--- src/rtl/imm_extend_unit.sv ---
// Immediate/field extender with a valid/ready handshake and a 2-entry registered output buffer.
// out_data/out_mode are driven straight from the head register; in_ready depends only on count.
module imm_extend_unit #(
  parameter int IN_W      = 16,
  parameter int OUT_W     = 32,
  parameter int FIELD_W   = 5,
  parameter int SHIFT_AMT = 16
) (
  input  logic             Clk,
  input  logic             Rst,
  input  logic             in_valid,
  output logic             in_ready,
  input  logic [IN_W-1:0]  in_data,
  input  logic [1:0]       in_mode,
  output logic             out_valid,
  input  logic             out_ready,
  output logic [OUT_W-1:0] out_data,
  output logic [1:0]       out_mode
);

  logic [1:0]         count;
  logic [OUT_W-1:0]   head;
  logic [OUT_W-1:0]   tail;
  logic [1:0]         head_mode;
  logic [1:0]         tail_mode;
  logic [OUT_W-1:0]   result;
  logic [FIELD_W-1:0] field;
  logic               push;
  logic               pop;

  assign field = in_data[FIELD_W-1:0];

  // Size casts of signed operands sign-extend, which also covers IN_W == OUT_W cleanly.
  always_comb begin
    result = '0;
    unique case (in_mode)
      2'b00:   result = OUT_W'(signed'(in_data));
      2'b01:   result = OUT_W'(in_data);
      2'b10:   result = OUT_W'(in_data) << SHIFT_AMT;
      default: result = OUT_W'(signed'(field));
    endcase
  end

  assign in_ready  = !Rst && (count < 2'd2);
  assign out_valid = !Rst && (count != 2'd0);
  assign push      = in_valid && in_ready;
  assign pop       = out_valid && out_ready;
  assign out_data  = head;
  assign out_mode  = head_mode;

  always_ff @(posedge Clk) begin
    if (Rst) begin
      count     <= 2'd0;
      head      <= '0;
      tail      <= '0;
      head_mode <= 2'b00;
      tail_mode <= 2'b00;
    end else begin
      unique case (count)
        2'd0: begin
          if (push) begin
            head      <= result;
            head_mode <= in_mode;
            count     <= 2'd1;
          end
        end
        2'd1: begin
          if (push && pop) begin
            head      <= result;
            head_mode <= in_mode;
          end else if (push) begin
            tail      <= result;
            tail_mode <= in_mode;
            count     <= 2'd2;
          end else if (pop) begin
            count     <= 2'd0;
          end
        end
        2'd2: begin
          // in_ready is low here, so only a pop can happen
          if (pop) begin
            head      <= tail;
            head_mode <= tail_mode;
            count     <= 2'd1;
          end
        end
        default: count <= 2'd0;
      endcase
    end
  end

endmodule

--- config.mk ---
export PLATFORM = sky130hd
export DESIGN_NAME = imm_extend_unit
export DESIGN_NICKNAME = d
export VERILOG_FILES = /design/src/rtl/imm_extend_unit.sv
export SDC_FILE = /design/constraint.sdc
export NUM_CORES = 1
export LEC_CHECK = 0
export ABC_AREA = 1
export CORE_MARGIN = 2
export CORE_UTILIZATION = 55
export DETAILED_ROUTE_END_ITERATION = 8
export PLACE_DENSITY = 0.91
export SLEW_MARGIN = 20
export SYNTH_ARGS = -nofsm -noshare
export SYNTH_HDL_FRONTEND = slang
export SYNTH_SLANG_ARGS = --single-unit
--- constraint.sdc ---
create_clock -name Clk -period 2 [get_ports Clk]
set_input_delay 0.4 -clock Clk [delete_from_list [all_inputs] [get_ports Clk]]
set_output_delay 0.4 -clock Clk [all_outputs]
set_load 0.05 [all_outputs]
==> flow_summary.json <==
{
  "worst-path-max-fanout": 2,
  "core_um2": 5890,
  "worstSetupPathType": "register to output pin",
  "dieArea_um2": 6700,
  "vdd_drop_max_v": 0.000491,
  "grt_pass1_wl_um": 14000,
  "ys_ff_latch": 70,
  "clk_pin_slew_ps": 70,
  "vias_per_cell": 5.22,
  "hold_viol": 0,
  "max_freq_ghz": 0.525,
  "pre_cts_slack_ps": 25.0,
  "postCtsResizedCells": 0,
  "drv_cap": 0,
  "avgSynthCellArea_um2": 6.48,
  "yosysWarnings": 0,
  "finClkSkew_ps": 6.05,
  "drt-met1-wl_um": 3690,
  "met2_length_um": 3980,
  "fin_crit_ps": 1910,
  "cp.arrival_ps": 1510,
  "hold_depth": 2,
  "ios": 58,
  "rows": 28,
  "critPathRequiredTime_ps": 1600,
  "drv_slew": 0,
  "dieHeight_um": 81.9,
  "drt.antenna.violating_nets": 0,
  "cp.depth": 1,
  "start_kind": "register",
  "clockRootBuffer": "clkbuf_8",
  "antenna_found_initial": 0,
  "syn-num-nets": 537,
  "met3_length_um": 431,
  "layout-drive-gt1-share_pct": 9.38,
  "cts_buffers": 9,
  "timing.final.ws_setup_ps": 93.4,
  "cp_num_buf_inv": 1,
  "top_layer": "met4",
  "syn_inst": 515,
  "clock_sinks": 70,
  "crit_path_end_kind": "output pin",
  "power.density_nw_per_um2": 802,
  "num_vias": 3396,
  "drc_errors": 0,
  "postCtsSetupBuffers": 0,
  "worstHoldPathType": "register to register",
  "netlist_area_um2": 3340,
  "clockBufferDepth": 2,
  "worstSkewPairLatency_ps": 350,
  "cts_tree": "built",
  "max_stage_delay_ps": 810,
  "grt_max_degree": 43,
  "diodes": 0,
  "nNetsFinal": 593,
  "outcome": "complete, no violations",
  "cp_cell_sequence": "clkdlybuf4s50_1",
  "tightest_slew_ps": 510,
  "hpwl_um": 5710,
  "wl_per_cell_um": 12.8,
  "first_global_vias": 3110,
  "wirelength_um": 8340,
  "slowest_stage": "clkdlybuf4s50_1",
  "initial_core_util_pct": 56.7,
  "first_pass_iters": 5,
  "crit_family": "buffers and inverters",
  "relSlewSlack_pct": 65.9,
  "syn_to_final_growth_pct": 26.7,
  "grt_setup_unrepaired": "no",
  "cts_hold_buffers": 0,
  "io_buffers": 57,
  "gp_congestion": 0.902,
  "track_usage_pct": 27.0,
  "r2r_cells": 6,
  "finalSetupViolCount": 0,
  "setup_tns_ps": 0,
  "dieWidth_um": 81.9,
  "grt_overflow": 0,
  "yosysSeqAreaShare_pct": 42.0,
  "h-tree-depth": 3,
  "ys_types": 19,
  "drt_iter0_drc": 312,
  "period_share_pct": 95.3,
  "power.leakage_nw": 1.90
}
## cells in the mapped netlist
cell,number,area (um^2)
o21ai_0,11,55.1
clkbuf_1,9,33.8
nor2_2,2,12.5
buf_6,4,45.0
buf_4,4,30.0
inv_1,40,150
nand2_1,156,586
dfxtp_1,70,1400
buf_1,1,3.75
inv_2,6,22.5
a21boi_0,3,22.5
nand3_2,3,30.0
nand3_1,44,220
buf_2,15,75.1
nand2_2,5,31.3
a21oi_1,35,175
o211ai_1,1,7.51
nor2_1,77,289
o21ai_1,29,145
## cell families after synthesis
logic type             share of synthesized area (%)
AOI/OAI and AO/OA                               12.2
buffers and inverters                           10.8
DFF                                             42.0
and+or+nand+nor                                 35.0
## metrics by stage
stage | std cells | instance area [um^2] | total power (W) | utilization [%] | hold slack [ps]
after floorplan | 515 | 3340 | 0.00208 | - | 454
after global placement | 635 | 4040 | 0.00233 | 68.6 | 451
after detailed placement | 635 | 4040 | 0.00235 | 68.6 | 454
after CTS | 651 | 4230 | 0.00341 | 71.8 | 466
after global routing | 651 | 4230 | 0.00355 | 71.8 | 485
final | 651 | 4230 | 0.00339 | 71.8 | 464
## state kept, by name, indices dropped and copies added, names as in the netlist
signal and cells:
out_data 32, tail 32, count 2, out_mode 2
tail_mode 2
## area by class of cell
class	instances	area, um^2
multi-input cells	366	1570
inverters	46	173
repair buffers	78	798
well taps	75	93.8
clock buffers	13	169
flip-flops and latches	70	1400
fillers	490	1660
clock inverters	3	17.5
## cell usage in the layout, fill, tap and decap left out, types with 6 or more instances in the layout
cell	count
a21oi_1	35
buf_12	6
buf_4	17
clkbuf_8	12
clkdlybuf4s50_1	55
dfxtp_1	70
inv_1	40
inv_2	6
nand2_1	156
nand3_1	44
nor2_1	77
o21ai_0	11
o21ai_1	29
## layer usage
layer | up-vias | GRT usage, %
met3 | 23 | 5.49
li1 | 1720 | -
met1 | 1520 | 34.7
met4 | 0 | 14.2
met2 | 133 | 42.4
met5 | - | 0
## report_power, final
group	switching, W	internal [W]
Combinational	0.000515	0.000289
Clock	0.000520	0.000548
Sequential	0.0000415	0.00148
Total	0.00108	0.00232
## final timing paths
path / startpoint / endpoint / slack [ps]
max: out_mode[0] / out_mode[0] / 90
min: out_data[10] / out_data[10] / 460
max reg2reg: count[1] / out_mode[1] / 510
min reg2reg: out_data[10] / out_data[10] / 460
(Power assumes the default switching activity.)
